### src/rtl/score_rate_counter.sv
// Timed score accumulator: adds STEP every PERIOD enabled cycles, plus bonus, saturating at MAX.
// Optional best-score register built when SCORE_HISCORE_EN is defined; otherwise hiscore is 0.
module score_rate_counter #(
   parameter int WIDTH        = 32,
   parameter int PERIOD       = 30,
   parameter int STEP         = 100000,
   parameter int CLEAR_ON_DIS = 1
) (
   input  logic             clk,
   input  logic             rst,
   input  logic             en,
   input  logic             clr,
   input  logic             bonus_vld,
   input  logic [WIDTH-1:0] bonus_amt,
   output logic [WIDTH-1:0] value,
   output logic             tick,
   output logic             sat,
   output logic [WIDTH-1:0] hiscore
);

   localparam int PW = (PERIOD > 1) ? $clog2(PERIOD) : 1;
   localparam logic [PW-1:0]    LAST   = PW'(PERIOD - 1);
   localparam logic [WIDTH+1:0] STEP_W = (WIDTH + 2)'(STEP);
   localparam logic [WIDTH+1:0] MAXV   = {2'b00, {WIDTH{1'b1}}};

   logic [PW-1:0]    phase;
   logic [PW-1:0]    phase_nxt;
   logic [WIDTH+1:0] sum;
   logic [WIDTH-1:0] value_nxt;
   logic             sat_nxt;
   logic             tick_nxt;
   logic             wipe;

   assign wipe = clr || (!en && (CLEAR_ON_DIS != 0));

   // Two guard bits on the sum so value + STEP + bonus can never wrap before the clip test.
   always_comb begin
      sum       = {2'b00, value}
                + ((phase == '0) ? STEP_W : '0)
                + (bonus_vld ? {2'b00, bonus_amt} : '0);
      phase_nxt = phase;
      value_nxt = value;
      sat_nxt   = sat;
      tick_nxt  = 1'b0;
      if (wipe) begin
         phase_nxt = '0;
         value_nxt = '0;
         sat_nxt   = 1'b0;
      end else if (en) begin
         tick_nxt  = (phase == '0);
         phase_nxt = (phase == LAST) ? '0 : phase + 1'b1;
         if (sum > MAXV) begin
            value_nxt = '1;
            sat_nxt   = 1'b1;
         end else begin
            value_nxt = sum[WIDTH-1:0];
         end
      end
   end

   always_ff @(posedge clk) begin
      if (rst) begin
         phase <= '0;
         value <= '0;
         sat   <= 1'b0;
         tick  <= 1'b0;
      end else begin
         phase <= phase_nxt;
         value <= value_nxt;
         sat   <= sat_nxt;
         tick  <= tick_nxt;
      end
   end

`ifdef SCORE_HISCORE_EN
   // Survives clr and disable so the best score outlives a game restart.
   logic [WIDTH-1:0] hi_q;

   always_ff @(posedge clk) begin
      if (rst)
         hi_q <= '0;
      else if (value_nxt > hi_q)
         hi_q <= value_nxt;
   end

   assign hiscore = hi_q;
`else
   assign hiscore = '0;
`endif

endmodule

### config.mk
export PLATFORM = sky130hd
export DESIGN_NAME = score_rate_counter
export DESIGN_NICKNAME = d
export VERILOG_FILES = /design/src/rtl/score_rate_counter.sv
export SDC_FILE = /design/constraint.sdc
export NUM_CORES = 1
export LEC_CHECK = 0
export BUFFER_PORTS_ARGS = -buffer_cell sky130_fd_sc_hd__buf_2
export CORE_UTILIZATION = 31
export DETAILED_ROUTE_END_ITERATION = 12
export PLACE_DENSITY = 0.61
export SLEW_MARGIN = 0
export SYNTH_ARGS = -nofsm -noshare
export SYNTH_HDL_FRONTEND = slang
export SYNTH_SLANG_ARGS = --single-unit
### constraint.sdc
create_clock -name clk -period 4.1 [get_ports clk]
set_input_delay 0.615 -clock clk [delete_from_list [all_inputs] [get_ports clk]]
set_output_delay 0.615 -clock clk [all_outputs]
set_load 0.1 [all_outputs]
; Word level (Yosys, flattened, before mapping)
; Cells that the tools add are included.
[word_totals]
ff_bits = 39
input_bits = 37
out_inout_bits = 66
[classes]
addsub = 3
order_cmp = 1
eq_ne = 1
mux = 4
bitwise = 1
reduce_logical = 6
[ops]
columns = operator, n
row1 = two-way mux 32 bit, 2
row2 = adder 33 x 32 -> 34 bit, 1
row3 = greater-than comparator 34 x 32 -> 1 bit (second input constant), 1
row4 = adder 32 x 17 -> 33 bit, 1
row5 = two-way mux 17 bit, 1
row6 = adder 5 x 1 -> 5 bit (second input constant), 1
row7 = equality test 5 bit (second input constant), 1
row8 = logical NOT 5 bit, 1
row9 = two-way mux 5 bit, 1
row10 = OR reduction 3 bit, 1
row11 = AND reduction 2 bit, 1
row12 = OR reduction 2 bit, 1
row13 = logical NOT 1 bit, 1
row14 = logical OR 1 bit, 1
row15 = inverter 1 bit, 1

; Depth between registers and ports, before layout
; Gate-level depths: netlist (run 1).
[depth]
ltp_word = 6
mapped_depth = 19

; Worst setup path before layout (run 1)
; OpenSTA, ideal clock, no wires.
[synth_path]
path_type = flip-flop to flip-flop
start = register phase[0]
end = register value[31]
setup_time_ns = 0.137
t_arrival_ns = 3.742
required_ns = 3.963
slack_ns = 0.221
path_stages_with_launch = 20
path_buffers = 3
period_less_slack_ns = 3.879
path_cell_list = dfxtp_1 -> inv_1 -> ha_1 -> nor4b_1 -> clkbuf_1 -> xor2_1 -> ha_1 -> a21o_1 -> ha_1 -> a21oi_1 -> nand2_1 -> o22a_1 -> a21o_1 -> a31oi_1 -> a31o_2 -> a31oi_1 -> nor2b_1 -> buf_6 -> buf_8 -> a21oi_1
[synth_between]
elab_chain_len = 6
[synth_lines]
columns = element, line
row1 = from (decl), 26  ; logic [PW-1:0] phase;
row2 = from (signal assigned), 68  ; phase <= phase_nxt;
row3 = logical NOT 5 bit *, 39  ; + ((phase == '0) ? STEP_W : '0)
row4 = two-way mux 17 bit *, 39
row5 = adder 32 x 17 -> 33 bit *, 39
row6 = adder 33 x 32 -> 34 bit *, 40  ; + (bonus_vld ? {2'b00, bonus_amt} : '0);
row7 = greater-than comparator 34 x 32 -> 1 bit, 52  ; if (sum > MAXV) begin
row8 = two-way mux 32 bit *, 52
row9 = to (signal assigned), 69  ; value <= value_nxt;
row10 = to (decl), 15  ; output logic [WIDTH-1:0] value,
; Mark *: on every way between the ends. The rest lies on a longest branch, timed or not.
; A chain may end at the register's enable or synchronous reset.

; Worst setup path in the final report (run 1)
[layout_path]
start = register phase[0]
end = register value[10]
; The elaborated chain is that of the path after synthesis.

==> results of run 1 <==
[metal layers]
metal | vias up | global-route usage, % | wire length, microns
li1 | 1670 | - | -
met1 | 1503 | 17.91 | 4191
met2 | 94 | 23.79 | 4177
met3 | 9 | 3.160 | 502
met4 | 0 | 3.822 | 105
met5 | - | 0 | 0
[worst max-delay path, stage by stage, from the launching register on]
cell      delay (ps)
dfxtp_2          340
inv_1             70
ha_1             150
nor4b_4          260
buf_6            180
buf_4            130
xor2_1            60
ha_1             170
a21o_1           150
ha_1             340
nand2_1          150
nor3_1            80
a211oi_1         260
o21ai_2          150
a31o_4           290
a311oi_1         250
a31oi_1          100
nor2b_2          230
buf_6            190
a21oi_1           80
[where the power goes]
part / total, W / switching (W) / internal (W)
Sequential: 0.000404 / 0.0000102 / 0.000394
Combinational: 0.000547 / 0.000406 / 0.000141
Clock: 0.000454 / 0.000167 / 0.000287
Total: 0.00140 / 0.000583 / 0.000822
[cell families after synthesis]
family	synth area share, %
compound gates	22.32
xor+xnor	8.514
fa+ha+maj	22.22
buf+inv	10.75
flops	20.51
other cells	0.09852
simple gates	15.58
[flip-flops by register name, summed over array words and instances (netlist names)]
name,count
sat,1
value,32
tick,1
phase,5
[layout make-up]
cell class | instances | share of cell area, %
flip-flops and latches | 39 | 17.81
inverters | 13 | 1.111
clock buffers | 5 | 2.850
clock inverters | 3 | 0.9974
well taps | 147 | 4.189
multi-input cells | 380 | 62.84
repair buffers | 81 | 10.20
[stage by stage]
step                      utilization (%)  instance area, sq um  setup WS [ps]  total power (W)
after global placement              34.68                  4165          265.8        0.0009498
after detailed placement            34.68                  4165          176.0        0.0009505
after floorplan                         -                  3923          221.1        0.0008936
after global routing                36.55                  4390          38.46         0.001471
final                               36.55                  4390          313.7         0.001405
after CTS                           36.08                  4334          109.0         0.001408
[final timing paths]
path,start,endpoint,cells after the start
max,phase[0],value[10],19
min,sat,sat,2
max reg2reg,phase[0],value[10],19
min reg2reg,sat,sat,2
[timing repair]
action | CTS | global route
hold endpoints to repair | 0 | 0
endpoints found under the setup margin | 0 | 32
gates resized for setup | 0 | 8
buffers inserted | 0 | 3
[synthesized netlist by cell type, drive strengths merged (2+ instances only)]
cell,instances
a211oi,3
a21o,17
a21oi,62
a221o,2
a22oi,2
a31o,3
a31oi,7
and2,33
and2b,2
and3,3
buf,38
clkbuf,12
dfxtp,39
ha,66
inv,13
nand2,27
nand2b,4
nand3,6
nand4,4
nor2,20
nor2b,3
nor3,5
nor4b,2
o211ai,2
o21a,2
o21ai,18
o21bai,3
or2,2
or3,2
xnor2,15
xor2,22
==> results.py, run 1 <==
metrics = {
    "finish": {
        "regArea_sq_um": 782.0,
        "mostFrequentLayoutCells": "buf_2, ha_1, a21oi_1, dfxtp_1",
        "drive_gt1_share_pct": 21.31,
        "n_antenna_cell": 0,
        "n_fill_cell": 1267,
        "final_nets": 624,
        "final_common_cell": "buf_2",
        "multi_input_area_sq_mm": 0.002759,
        "synthToLayoutAreaGrowth_pct": 15.35,
        "final_cells": 668,
    },
    "placed_design": {
        "place_congestion": 0.8483,
        "dpl.cell_count": 657,
        "io_buffers": 70,
        "dpl.hpwl_microns": 7138,
    },
    "clock_tree": {
        "cts_tree": "built",
        "clk_path_buf_depth": 2,
        "clkLatencyLatePin_ps": 280,
        "h-tree-depth": 2,
        "path_clk_slew_ps": 60,
        "hold_buffers": 0,
        "cts-root-buf": "clkbuf_16",
        "cts_buffers": 5,
        "cts.sinks": 39,
    },
    "critical_path": {
        "arrival_ps": 3940,
        "worstPathRequired_ps": 4260,
        "critPathKind": "reg -> reg",
        "start_kind": "register",
        "path_max_fanout": 11,
        "ff2ff_setup_slack_ps": 310,
        "cp-end-kind": "register",
    },
    "timing": {
        "maxSlewViolCount": 0,
        "max_freq_ghz": 0.2641,
        "hold_viol": 0,
        "whs_ps": 524.2,
        "period_share_pct": 92.35,
        "clock-skew-final_ps": 6.722,
        "finalSetupTns_ps": 0,
        "rsz0062_at_grt": "no",
        "setup_viol": 0,
        "min_period_ps": 3786,
    },
    "detailed_routing": {
        "via_count": 3276,
        "viasPerCell": 4.904,
        "avgRoutedWirePerCell_microns": 13.44,
        "drtIter0Drc": 132,
        "dr.pass1.iters": 4,
        "ant_nets": 0,
        "finalWirelength_microns": 8976,
        "remaining_drc_errors": 0,
    },
    "global_route": {
        "grt_pass1_vias": 3152,
        "grt_max_degree": 35,
        "grt_overflow": 0,
        "grt_pass1_wl_microns": 14520,
        "antenna_found_initial": 0,
        "track_usage_pct": 14.05,
    },
    "power": {
        "power_density_mw_per_mm2": 319.9,
        "vdd_drop_max_mv": 0.1592,
        "cellLeakagePower_nw": 2.253,
    },
    "floorplan": {
        "die_h_microns": 112.8,
        "die_width_microns": 112.8,
        "rows": 40,
        "initial_core_util_pct": 31.69,
        "die_area_sq_mm": 0.01273,
        "io_pins": 103,
        "coreArea_sq_mm": 0.01201,
    },
    "synthesis": {
        "ys_top_cells_by_area": "ha_1, dfxtp_1, a21oi_1",
        "ys_seq_elements": 39,
        "yosysSeqAreaShare_pct": 20.51,
        "yosysTopAreaCell": "ha_1",
        "syn-instance-count": 451,
        "synth_top_area_share_pct": 21.70,
        "synth_edf_count": 0,
        "synth_ff_type": "dfxtp_1",
        "ys_types": 55,
        "synth_area_sq_mm": 0.003806,
        "yosys_warnings": 0,
        "synth_area_per_cell_sq_um": 8.439,
        "async_flop_share_pct": 0,
    },
    "worst_hold_path": {
        "hold_path_class": "reg -> reg",
    },
    "run": {
        "cap_violations": 0,
    },
    "run_status": {
        "status": "finished, final reports clean",
    },
}
No activity file was read; power rests on OpenSTA's default activity.
==> run 2: changes to the inputs <==
--- a/config.mk
+++ b/config.mk
@@ -11,2 +11,3 @@
 export PLACE_DENSITY = 0.61
+export SKIP_LAST_GASP = 1
 export SLEW_MARGIN = 0
==> constraint.sdc (replaced) <==
create_clock -name clk -period 4.1 [get_ports clk]
set_input_delay 0.82 -clock clk [delete_from_list [all_inputs] [get_ports clk]]
set_output_delay 0.82 -clock clk [all_outputs]
set_load 0.1 [all_outputs]
==> run 2 against run 1 <==
  * Core utilization rose by 0.71 points
  * Count of clock-buffer cells in the layout rose by 1
  * Clock skew barely moved
  * Critical path type unchanged
  * Largest power group unchanged
  * Wire length rose by 3.8%
  * Cell count rose by 1.8%
  * Combinational power rose by 2%
==> results.py, run 2 (synthesis results as in run 1) <==
metrics = {
    "finish": {
        "final_nets": 636,
        "top_register": "value",
        "top_regs": "value x32, phase x5",
        "largest_reg_flops": 32,
        "n_antenna_cell": 0,
        "drive_gt1_share_pct": 22.89,
        "fin_area_sq_mm": 0.004476,
        "synthToLayoutAreaGrowth_pct": 17.59,
        "final_common_cell": "buf_2",
        "mostFrequentLayoutCells": "buf_2, ha_1, a21oi_1, dfxtp_1",
    },
    "detailed_routing": {
        "remaining_drc_errors": 0,
        "avgRoutedWirePerCell_microns": 13.70,
        "via_count": 3379,
        "viasPerCell": 4.969,
        "ant_nets": 0,
        "drtIter0Drc": 146,
        "finalWirelength_microns": 9316,
        "dr.pass1.iters": 5,
    },
    "critical_path": {
        "arrival_ps": 3980,
        "r2r_start": "phase[0]",
        "worstPathRequired_ps": 4260,
        "reg2reg_depth": 19,
        "start_kind": "register",
        "cp-end-kind": "register",
        "critPathKind": "reg -> reg",
        "path_max_fanout": 11,
        "r2r_end": "value[2]",
        "ff2ff_setup_slack_ps": 270,
    },
    "global_route": {
        "antenna_found_initial": 0,
        "grt_max_degree": 35,
        "grt_overflow": 0,
        "gr-usage-met2_pct": 25.56,
        "grt_busiest_layer": "met2",
        "track_usage_pct": 14.94,
        "grt_pass1_wl_microns": 15390,
        "grt_pass1_vias": 3306,
        "use_met1_pct": 18.78,
        "met3_usage_pct": 3.267,
    },
    "floorplan": {
        "coreArea_sq_mm": 0.01201,
        "rows": 40,
        "initial_core_util_pct": 31.69,
        "io_pins": 103,
        "die_h_microns": 112.8,
        "die_area_sq_mm": 0.01273,
        "die_width_microns": 112.8,
    },
    "clock_tree": {
        "clk_path_buf_depth": 2,
        "cts_buffers": 5,
        "clkLatencyLatePin_ps": 290,
        "cts.sinks": 39,
        "hold_buffers": 0,
        "cts_tree": "built",
        "cts-root-buf": "clkbuf_16",
        "h-tree-depth": 2,
        "path_clk_slew_ps": 60,
    },
    "worst_hold_path": {
        "hold_path_class": "reg -> reg",
        "hold_start": "sat",
        "min_to": "sat",
        "hold_depth": 2,
    },
    "timing": {
        "setup_viol": 0,
        "min_period_ps": 3828,
        "fin_ws_ps": 272.1,
        "maxSlewViolCount": 0,
        "clock-skew-final_ps": 6.496,
        "hold_viol": 0,
        "max_freq_ghz": 0.2612,
        "period_share_pct": 93.36,
    },
    "placed_design": {
        "place_congestion": 0.8671,
        "io_buffers": 70,
        "dpl_worst_slack_ps": 73.57,
        "dpl.hpwl_microns": 7304,
        "postPlaceCellArea_sq_mm": 0.004233,
    },
    "run": {
        "cap_violations": 0,
    },
    "power": {
        "cellLeakagePower_nw": 2.313,
        "p_total_w": 0.001437,
        "vdd_drop_max_mv": 0.1526,
        "power_density_mw_per_mm2": 321.0,
    },
    "run_status": {
        "status": "finished, final reports clean",
    },
}
-- run 2: worst max-delay path by stage --
stage                    from         to  slack [ps]
global placement    bonus_vld   value[2]         220
global route         phase[0]   value[2]          -2
CTS                  phase[0]   value[2]         130
detailed placement  bonus_vld   value[0]          70
finish               phase[0]   value[2]         270
floorplan            phase[0]  value[31]         220
-- run 2: cell type report --
class	count	area, sq um
clock buffers	6	138.9
clock inverters	2	38.79
fillers	1251	7536
inverters	13	48.80
multi-input cells	380	2760
flip-flops and latches	39	780.7
well taps	147	183.9
repair buffers	93	524.3
-- run 2: metal layers --
| layer | wire, microns | vias up |
|---|---|---|
| li1 | - | 1697 |
| met1 | 4428 | 1570 |
| met2 | 4318 | 100 |
| met3 | 419 | 12 |
| met4 | 150 | 0 |
| met5 | 0 | - |
-- run 2: repair_timing --
item | in CTS | in global routing
setup buffers | 0 | 5
setup endpoints to repair | 0 | 32
resized for setup | 0 | 4
-- run 2: per-stage QoR --
step,TNS [ps],utilization (%),hold slack [ps],std cells
floorplan,0,-,501.3,482
global placement,0,35.24,516.2,666
detailed placement,0,35.24,494.7,666
CTS,0,36.72,504.5,674
global route,-1.596,37.26,540.1,680
finish,0,37.26,501.3,680
-- run 2: critical path, stage by stage, from the launching register on --
cell and delay, ps:
dfxtp_1 420, inv_1 70, ha_1 200, nor4b_4 140, buf_6 160, buf_4 130, xor2_1 140, ha_1 180
a21o_1 150, ha_1 340, nand2_1 150, nor3_1 70, a211oi_1 260, o21ai_2 160, a31o_4 290, a311oi_1 250
a31oi_1 100, nor2b_2 180, buf_4 220, a21oi_1 90
-- run 2: power breakdown --
group	switching (W)	total, W	internal, W
logic	0.000409	0.000558	0.000149
clock network	0.000168	0.000475	0.000306
registers	0.0000106	0.000404	0.000393
total	0.000588	0.00144	0.000848
==> run 3: changes to the inputs <==
Settings changed: CTS_CLUSTER_DIAMETER set to 200, PLACE_DENSITY 0.61 to 0.59.
Clock period 4.1 ns to 4.07 ns, I/O delays scaled along.
==> run 3 against run 2 <==
  * Worst hold slack improved by 11 ps
  * Setup slack gained 20 ps
  * Fmax is 1.3% higher
  * Wire length decreased by 2.6%
  * Critical path type unchanged
  * Largest cell class unchanged
==> results.py, run 3 (synthesis results as in run 1) <==
metrics = {
    "clock_tree": {
        "cts_tree": "built",
        "clkLatencyLatePin_ps": 290,
        "cts_buffers": 5,
        "hold_buffers": 0,
        "cts.sinks": 39,
        "clk_path_buf_depth": 2,
        "h-tree-depth": 2,
        "cts-root-buf": "clkbuf_16",
        "path_clk_slew_ps": 60,
    },
    "timing": {
        "max_freq_ghz": 0.2647,
        "min_period_ps": 3778,
        "rsz0062_at_grt": "no",
        "period_share_pct": 92.82,
        "clock-skew-final_ps": 9.858,
        "maxSlewViolCount": 0,
        "finalSetupTns_ps": 0,
        "whs_ps": 512.4,
        "hold_viol": 0,
        "setup_viol": 0,
        "fin_ws_ps": 292.1,
    },
    "critical_path": {
        "path_max_fanout": 12,
        "cp_slowest_cell": "dfxtp_1",
        "path_buf_inv": 3,
        "cpPeakStageDelay_ps": 430,
        "start_kind": "register",
        "arrival_ps": 3930,
        "crit_top_cell": "ha_1",
        "reg2reg_depth": 18,
        "cp.depth": 18,
        "cp-end-kind": "register",
        "critPathKind": "reg -> reg",
        "crit_family": "compound AO/OA/AOI/OAI gates",
        "crit_chain": "inv_1 -> ha_1 -> nor4b_4 -> buf_6 -> xor2_1 -> ha_1 -> a21o_1 -> ha_1 -> a21oi_1 -> nand2_1 -> o22a_1 -> a21o_1 -> a31oi_2 -> a31o_2 -> a31oi_1 -> nor2b_2 -> buf_4 -> a21oi_1",
        "worstPathRequired_ps": 4220,
    },
    "global_route": {
        "grt_max_degree": 35,
        "track_usage_pct": 14.71,
        "grt_overflow": 0,
        "grt_pass1_vias": 3274,
        "grt_pass1_wl_microns": 15350,
        "antenna_found_initial": 0,
    },
    "worst_hold_path": {
        "hold_path_class": "reg -> reg",
        "hold_depth": 2,
    },
    "detailed_routing": {
        "highest_layer": "met4",
        "finalWirelength_microns": 9075,
        "dr_wl_met3_microns": 512,
        "avgRoutedWirePerCell_microns": 13.37,
        "route.met2.wl_microns": 4224,
        "remaining_drc_errors": 0,
        "via_count": 3300,
        "drtIter0Drc": 111,
        "viasPerCell": 4.860,
        "wl_met1_microns": 4282,
        "dr.pass1.iters": 6,
        "ant_nets": 0,
    },
    "run_status": {
        "status": "finished, final reports clean",
    },
    "power": {
        "power_density_mw_per_mm2": 310.6,
        "pwr-share-comb_pct": 40.4,
        "clkPwrFrac_pct": 30.1,
        "switchingPower_w": 0.0005899,
        "p_sw_share_pct": 42.73,
        "power.share.sequential_pct": 29.4,
        "vdd_drop_max_mv": 0.1568,
        "intPower_w": 0.0007906,
        "cellLeakagePower_nw": 2.300,
    },
    "floorplan": {
        "io_pins": 103,
        "coreArea_sq_mm": 0.01201,
        "initial_core_util_pct": 31.69,
        "die_area_sq_mm": 0.01273,
        "rows": 40,
        "die_width_microns": 112.8,
        "die_h_microns": 112.8,
    },
    "placed_design": {
        "io_buffers": 70,
        "dpl.hpwl_microns": 7218,
        "place_congestion": 0.8647,
        "dpl_worst_slack_ps": 5.264,
    },
    "run": {
        "cap_violations": 0,
    },
    "finish": {
        "post-route-util_pct": 37.00,
        "final_common_cell": "buf_2",
        "synthToLayoutAreaGrowth_pct": 16.77,
        "drive_gt1_share_pct": 22.56,
        "final_nets": 635,
        "mostFrequentLayoutCells": "buf_2, ha_1, a21oi_1, dfxtp_1",
        "n_antenna_cell": 0,
        "top_regs": "value x32, phase x5",
        "largest_reg_flops": 32,
        "top_register": "value",
    },
}
-- run 3: timing repair --
| item | CTS | global route |
|---|---|---|
| hold endpoints to repair | 0 | 0 |
| endpoints found under the setup margin | 0 | 32 |
| resized for setup | 0 | 3 |
| buffers inserted | 0 | 1 |
-- run 3: per-layer routing --
| metal | global-route usage, % | up-vias |
|---|---|---|
| met4 | 3.378 | 0 |
| met5 | 0 | - |
| met2 | 25.14 | 94 |
| met3 | 3.803 | 7 |
| met1 | 18.48 | 1505 |
| li1 | - | 1694 |
-- run 3: layout make-up --
class / instances / area, sq um
timing repair buffer: 92 / 519.2
multi-input combinational: 380 / 2756
clock inverter: 2 / 16.27
fill: 1238 / 7567
inverter: 13 / 48.80
clock buffer: 6 / 138.9
sequential: 39 / 780.7
tap: 147 / 183.9
-- run 3: worst paths after layout --
check | slack, ps | startpoint | endpoint
min | 510 | sat | sat
min reg2reg | 510 | sat | sat
max | 290 | phase[0] | value[14]
max reg2reg | 290 | phase[0] | value[14]
-- run 3: worst reg2reg max path, cell delays in order, from the launching register on --
cell and delay [ps]:
dfxtp_1 430, inv_1 70, ha_1 200, nor4b_4 130
buf_6 150, xor2_1 150, ha_1 180, a21o_1 160
ha_1 340, a21oi_1 250, nand2_1 80, o22a_1 180
a21o_1 210, a31oi_2 260, a31o_2 230, a31oi_1 120
nor2b_2 170, buf_4 220, a21oi_1 90
-- run 3: power by group through the flow --
stage	sequential, W	clock (W)	combinational, W
3_3_place_gp	0.000415	0	0.000552
2_1_floorplan	0.000515	0	0.000385
4_1_cts	0.000406	0.000425	0.000558
3_5_place_dp	0.000415	0	0.000554
5_1_grt	0.000408	0.000445	0.000605
6_report	0.000406	0.000416	0.000558
-- run 3: stage by stage --
step           instances  instance area (sq um)  power (W)
2_1_floorplan        482                   3923  0.0009001
3_3_place_gp         670                   4263  0.0009672
3_5_place_dp         670                   4263  0.0009689
4_1_cts              678                   4418   0.001389
5_1_grt              679                   4444   0.001458
6_report             679                   4444   0.001380
